==> config.mk <==
export PLATFORM = sky130hd
export DESIGN_NAME = clfsr_keygen
export DESIGN_NICKNAME = d
export VERILOG_FILES = /design/src/rtl/clfsr_keygen.sv
export SDC_FILE = /design/constraint.sdc
export NUM_CORES = 1
export LEC_CHECK = 0
export CORE_MARGIN = 1.5
export CORE_UTILIZATION = 47
export CTS_CLUSTER_SIZE = 28
export DETAILED_ROUTE_END_ITERATION = 8
export PLACE_DENSITY = 0.82
export SLEW_MARGIN = 20
export SYNTH_ARGS = -nofsm -noshare
export SYNTH_HDL_FRONTEND = slang
export SYNTH_SLANG_ARGS = --single-unit
==> constraint.sdc <==
create_clock -name clk -period 2 [get_ports clk]
set_input_delay 0.2 -clock clk [delete_from_list [all_inputs] [get_ports clk]]
set_output_delay 0.2 -clock clk [all_outputs]
set_load 0.005 [all_outputs]
==> src/rtl/clfsr_keygen.sv <==
// Chaotic keystream generator: 32-bit Galois LFSR coupled to a 16-bit tent map,
// seeded warm-up then one R/G/B key triple per clock for NUM_BYTES cycles.
module clfsr_keygen #(
  parameter int NUM_BYTES = 16384,
  parameter int WARMUP    = 64
) (
  input  logic        clk,
  input  logic        rst,
  input  logic        start,
  input  logic [31:0] seed_lfsr,
  input  logic [15:0] seed_x,
  output logic [7:0]  R_random,
  output logic [7:0]  G_random,
  output logic [7:0]  B_random,
  output logic        Key_ready,
  output logic        busy,
  output logic        key_done
);

  localparam int MAXC = (NUM_BYTES > WARMUP) ? NUM_BYTES : WARMUP;
  localparam int CW   = $clog2(MAXC + 1);
  localparam logic [CW-1:0] W_LAST = CW'(WARMUP - 1);
  localparam logic [CW-1:0] S_LAST = CW'(NUM_BYTES - 1);

  typedef enum logic [1:0] {
    ST_IDLE   = 2'd0,
    ST_WARMUP = 2'd1,
    ST_STREAM = 2'd2,
    ST_DONE   = 2'd3
  } state_t;

  state_t          r_state;
  state_t          w_state_nxt;
  logic [31:0]     r_lfsr;
  logic [15:0]     r_x;
  logic [CW-1:0]   r_cnt;
  logic            w_load;
  logic            w_step;
  logic            w_cnt_clr;

  logic [15:0]     w_t;
  logic [15:0]     w_x_mix;
  logic [15:0]     w_x_step;
  logic [31:0]     w_lfsr_step;
  logic [31:0]     w_seed_lfsr;
  logic [15:0]     w_seed_x;

  // Tent map folds on the MSB; zero is an absorbing state so it is kicked to 1.
  assign w_t         = r_x[15] ? ~{r_x[14:0], 1'b0} : {r_x[14:0], 1'b0};
  assign w_x_mix     = w_t ^ r_lfsr[15:0];
  assign w_x_step    = (w_x_mix == 16'h0000) ? 16'h0001 : w_x_mix;
  assign w_lfsr_step = r_lfsr[0] ? ((r_lfsr >> 1) ^ 32'h80200003) : (r_lfsr >> 1);
  assign w_seed_lfsr = (seed_lfsr == 32'h0) ? 32'h00000001 : seed_lfsr;
  assign w_seed_x    = (seed_x == 16'h0) ? 16'h0001 : seed_x;

  always_comb begin
    w_state_nxt = r_state;
    w_load      = 1'b0;
    w_step      = 1'b0;
    w_cnt_clr   = 1'b0;
    unique case (r_state)
      ST_IDLE, ST_DONE: begin
        if (start) begin
          w_load      = 1'b1;
          w_state_nxt = ST_WARMUP;
        end
      end
      ST_WARMUP: begin
        w_step = 1'b1;
        if (r_cnt == W_LAST) begin
          w_cnt_clr   = 1'b1;
          w_state_nxt = ST_STREAM;
        end
      end
      ST_STREAM: begin
        w_step = 1'b1;
        if (r_cnt == S_LAST) begin
          w_state_nxt = ST_DONE;
        end
      end
      default: w_state_nxt = ST_IDLE;
    endcase
  end

  always_ff @(posedge clk) begin
    if (rst) begin
      r_state <= ST_IDLE;
      r_lfsr  <= 32'h0;
      r_x     <= 16'h0;
      r_cnt   <= '0;
    end else begin
      r_state <= w_state_nxt;
      if (w_load) begin
        r_lfsr <= w_seed_lfsr;
        r_x    <= w_seed_x;
        r_cnt  <= '0;
      end else if (w_step) begin
        r_lfsr <= w_lfsr_step;
        r_x    <= w_x_step;
        r_cnt  <= w_cnt_clr ? '0 : r_cnt + CW'(1);
      end
    end
  end

  assign Key_ready = (r_state == ST_STREAM);
  assign busy      = (r_state == ST_WARMUP) || (r_state == ST_STREAM);
  assign key_done  = (r_state == ST_DONE);

  assign R_random = Key_ready ? (r_x[7:0] ^ r_lfsr[23:16]) : 8'h00;
  assign G_random = Key_ready ? (r_x[15:8] ^ r_lfsr[31:24]) : 8'h00;
  assign B_random = Key_ready ? (r_x[7:0] ^ r_x[15:8] ^ r_lfsr[7:0]) : 8'h00;

endmodule

# [Yosys cells after proc, flatten, opt, wreduce, memory -nomap -nowiden]
# Cells that the tools add are included.
[totals] regBits=65 input_bits=51 wordCells=52
[op_classes] addsub=1 n_eq_ne=8 n_mux=22 bitwise=7 reduce_logical=10
[op_table] operator="32-bit two-way mux" count=4
[op_table] operator="16-bit two-way mux" count=5
[op_table] operator="16-bit logical NOT" count=2
[op_table] operator="32-bit logical NOT" count=1
[op_table] operator="8-bit bitwise XOR" count=4
[op_table] operator="8-bit two-way mux" count=3
[op_table] operator="16-bit inverter" count=1
[op_table] operator="16-bit bitwise XOR" count=1
[op_table] operator="15-bit by 1-bit adder with 15-bit output, second input constant" count=1
[op_table] operator="15-bit by 14-bit == test with 1-bit output, second input constant" count=1
[op_table] operator="15-bit by 6-bit == test with 1-bit output, second input constant" count=1
[op_table] operator="15-bit two-way mux" count=1
[op_table] operator="2-bit two-way mux" count=3
[op_table] operator="2-bit one-hot mux with 3 select lines" count=1
[op_table] operator="2-bit OR reduction" count=3
[op_table] operator="1-bit two-way mux" count=5
[op_table] operator="2-bit == test, second input constant" count=2
[op_table] operator="2-bit inequality test, second input constant" count=2
[op_table] operator="3-bit inverter with 4-bit output" count=1
[op_table] operator="3-bit AND reduction" count=1
[op_table] operator="2-bit by 1-bit == test with 1-bit output, second input constant" count=1
[op_table] operator="2-bit logical NOT" count=1
[op_table] operator="2-bit by 1-bit inequality test with 1-bit output, second input constant" count=1
[op_table] operator="2-bit nonzero test" count=1
[op_table] operator="1-bit logical OR" count=1

# [Depth between registers and ports, before layout]
[logic_depth] word_depth=7 depth_mapped=8

# [Worst setup path after synthesis]
# No wires, ideal clock.
[synth_timing] path_type="register to register" start="register r_cnt[6]" end="register r_state[1]" setup_time_ps=117 arrival_time_ps=1917 required_time_ps=1883 setup_slack_ps=-35 path_stages_with_launch=6 path_buffers=0 path_cell_list="dfxtp_1 or4_1 or4_4 a22oi_4 nand2_1 a32o_1"
[synth_via] elab_chain_cells=3
[synth_rtl] item="start, declared" line_no="36" source="logic [CW-1:0] r_cnt;"
[synth_rtl] item="start signal, assigned" line_no="100" source="r_cnt <= w_cnt_clr ? '0 : r_cnt + CW'(1);"
[synth_rtl] item="15-bit by 6-bit == test with 1-bit output or 15-bit by 14-bit == test with 1-bit output (tied branches)" line_no="70, 77"
[synth_rtl] item="2-bit inequality test (no line) or 2-bit by 1-bit inequality test with 1-bit output (tied branches)"
[synth_rtl] item="3-bit AND reduction (no line) *"
[synth_rtl] item="end signal, assigned" line_no="92" source="r_state <= w_state_nxt;"
[synth_rtl] item="end, declared" line_no="32" source="state_t r_state;"
# Mark *: on every way between the ends. The rest lies on a longest branch, timed or not.
# A chain may end at the register's enable or synchronous reset.

# [Worst setup path in the final report]
[layout_timing] start="register r_cnt[11]" end="register r_state[1]"
# Same word-level chain as after synthesis.

==> flow_metrics.py <==
metrics = {
    "run_status": {
        "status": "complete, but fails checks",
        "violations": "negative setup slack",
    },
    "placed_design": {
        "numPortBuffers": 77,
        "hpwlAfterDp_um": 7940,
        "place_inst": 629,
        "place_congestion": 0.879,
        "placedInstanceArea_um2": 4920,
        "dp_slack_ns": -0.107,
    },
    "pwr": {
        "p_sw_frac": 0.429,
        "p_int_w": 0.00419,
        "ir_drop_mv": 0.585,
        "power_switching_w": 0.00315,
        "seqPwrFrac": 0.316,
        "leakagePower_nw": 2.06,
        "combPwrFrac": 0.555,
        "cellPowerDensity_nw_per_um2": 1420,
        "clockPowerShare": 0.130,
    },
    "synth": {
        "synth_nets": 507,
        "synth_area_um2": 3880,
        "yosys_warnings": 0,
        "async_reset_ff_frac": 0,
        "postSynthAreaPerCell_um2": 8.59,
        "synth_edf_count": 0,
        "syn_inst": 452,
        "ys.flop_type": "dfxtp_1",
        "ys_ff_latch": 65,
        "ys_types": 41,
        "synth_seq_area_share": 0.335,
    },
    "route": {
        "wire_per_inst_um": 17.3,
        "finalWirelength_um": 11200,
        "drt_iter0_drc": 180,
        "vias": 3673,
        "drcViolationCount": 0,
        "first_pass_iters": 4,
        "avgViaCountPerCell": 5.65,
        "ant_nets": 0,
    },
    "floorplan": {
        "dieArea_um2": 8810,
        "start_util": 0.495,
        "rows": 32,
        "fp.dieW_um": 93.9,
        "die_height_um": 93.9,
        "pin_count": 78,
        "design.core.area_um2": 7850,
    },
    "min_path": {
        "hold_path_end": "r_x[2]",
        "hp-start": "start",
        "hp-class": "input port to flip-flop",
        "hold_depth": 3,
    },
    "worst_setup_path": {
        "rrSetupSlack_ns": -0.03,
        "critPathKind": "flip-flop to flip-flop",
        "slowest_delay_ns": 0.53,
        "slowest_stage": "or4_4",
        "cp-startpoint": "r_cnt[11]",
        "cp-end-kind": "flip-flop",
        "start_kind": "flip-flop",
        "r2r-end": "r_state[1]",
        "worstReg2RegStart": "r_cnt[11]",
        "r2r_cells": 5,
        "worstPathArrival_ns": 2.26,
        "cp_max_fo": 4,
        "path_cells": "or4_1 -> or4_4 -> a22oi_4 -> nand2_1 -> a32o_1",
        "critPathRequiredTime_ns": 2.23,
    },
    "cts": {
        "postCtsHoldBufs": 0,
        "cts_buffer_depth": 2,
        "clkSinkCount": 65,
        "clock-root-buffer": "clkbuf_8",
        "h-tree-depth": 3,
        "cts_tree": "done",
        "cts_made_buffers": 9,
        "cts.reportedPaths.clkPinSlew_ns": 0.07,
        "clk_latency_ns": 0.34,
    },
    "timing": {
        "hold_slack_ns": 0.441,
        "slew_headroom": 0.707,
        "period_needed_ns": 2.03,
        "rsz0062_at_grt": "true",
        "setup_viol": 12,
        "fin_skew_ns": 0.0111,
        "worstMarginPinSlew_ns": 0.440,
        "fmax_ghz": 0.493,
        "finalCritPeriodShare": 1.01,
        "finalHoldViolCount": 0,
        "drv_slew": 0,
        "fin_ws_ns": -0.0295,
    },
    "grt": {
        "grt_max_degree": 80,
        "grt_pass1_vias": 3606,
        "grt_pass1_wl_um": 17500,
        "antenna_found_initial": 0,
        "overflow": 0,
        "grt_usage": 0.258,
    },
    "cells_and_area": {
        "regArea_um2": 1310,
        "final_core_util": 0.658,
        "drive_gt1_frac": 0.124,
        "fillCellCount": 653,
        "stdcell_area_um2": 5170,
        "diodes": 0,
        "layout-area-overhead-vs-synth_pct": 33.1,
        "nets": 598,
        "multi_input_area_um2": 2450,
        "final_cells": 650,
    },
    "flow_run": {
        "max_cap_violations": 0,
    },
}
stage by stage:
stage | TNS, ns | total power, W
floorplan | 0 | 0.00483
global placement | 0 | 0.00601
detailed placement | -0.153 | 0.00616
CTS | -0.108 | 0.00721
global route | -1.26 | 0.00780
finish | -0.103 | 0.00734
cell families (layout without fill, tap and decap cells):
| family | count (synthesis) | in the layout | synth area share |
|---|---|---|---|
| DFF | 65 | 65 | 0.335 |
| and+or+nand+nor | 159 | 159 | 0.202 |
| adders and majority gates | 4 | 4 | 0.0129 |
| AOI/OAI and AO/OA | 71 | 71 | 0.138 |
| muxes | 39 | 39 | 0.101 |
| buffers and inverters | 38 | 134 | 0.0396 |
| xor gates and xnor gates | 76 | 76 | 0.171 |
synth_stat cells, drive strengths merged, types with 5 or more instances:
cell type | instances | area share
nor2 | 70 | 0.068
dfxtp | 65 | 0.34
xor2 | 41 | 0.092
mux2i | 39 | 0.10
a211oi | 37 | 0.072
xnor2 | 35 | 0.079
and2 | 27 | 0.044
clkbuf | 24 | 0.024
nand2 | 18 | 0.017
a21oi | 14 | 0.019
nor4 | 13 | 0.021
o22ai | 8 | 0.013
buf | 7 | 0.0087
inv | 7 | 0.0068
nand4 | 7 | 0.011
or4 | 6 | 0.013
nand3 | 5 | 0.0064
registers in the layout (all words and copies together), names as in the netlist:
| name | flops |
|---|---|
| r_lfsr | 32 |
| r_x | 16 |
| r_cnt | 15 |
| r_state | 2 |
power groups by stage:
| stage | clock (W) | sequential [W] | combinational (W) |
|---|---|---|---|
| floorplan | 0 | 0.00212 | 0.00272 |
| global placement | 0 | 0.00226 | 0.00376 |
| detailed placement | 0 | 0.00228 | 0.00387 |
| CTS | 0.000952 | 0.00227 | 0.00399 |
| global route | 0.00102 | 0.00235 | 0.00444 |
| finish | 0.000952 | 0.00232 | 0.00407 |
cell type report:
type,count,area share
Multi-Input combinational cell,349,0.475
Sequential cell,65,0.254
Timing Repair Buffer,111,0.209
Clock buffer,10,0.0247
Tap cell,102,0.0247
Clock inverter,6,0.00678
Inverter,7,0.00509
per-layer routing:
| layer | up-vias | track usage | share of wire |
|---|---|---|---|
| met2 | 137 | 0.440 | 0.49 |
| met3 | 32 | 0.0405 | 0.067 |
| met4 | 0 | 0.119 | 0.033 |
| met1 | 1735 | 0.317 | 0.41 |
| li1 | 1769 | - | - |
| met5 | - | 0 | 0 |
placed cells by master (no fill, tap or decap), drive strengths merged, types with 2 or more instances in the layout:
cell type      Yosys  final
clkdlybuf4s50      0     76
nor2              70     70
dfxtp             65     65
xor2              41     41
mux2i             39     39
a211oi            37     37
xnor2             35     35
buf                7     35
and2              27     27
nand2             18     18
a21oi             14     14
nor4              13     13
clkbuf            24     10
o22ai              8      8
inv                7      7
nand4              7      7
or4                6      6
nand3              5      5
clkinv             0      4
ha                 4      4
o32ai              3      3
nor3               3      3
o21ai              2      2
nor2b              2      2
clkinvlp           0      2
worst max-delay path: cells and delay by family, from the launching register on:
kind	cells	cell delay, ns
compound gates	2	0.47
flops	1	0.31
simple gates	3	1.14
what timing repair did:
action                                 CTS  global route
gates resized for setup                  3            10
setup endpoints to repair               33            36
endpoints found under the hold margin    0             0
setup buffers                            4             1
pin swaps                                4             1
worst max-delay path by stage:
stage	slack (ns)	end	depth (start not counted)
2_1_floorplan	0.00002	r_state[1]	5
3_3_place_gp	0.005	r_state[1]	5
3_5_place_dp	-0.11	r_state[1]	5
4_1_cts	-0.08	r_state[1]	5
5_1_grt	-0.08	B_random[2]	4
6_report	-0.03	r_state[1]	5
Note: power is estimated with default switching activity, not from simulation.
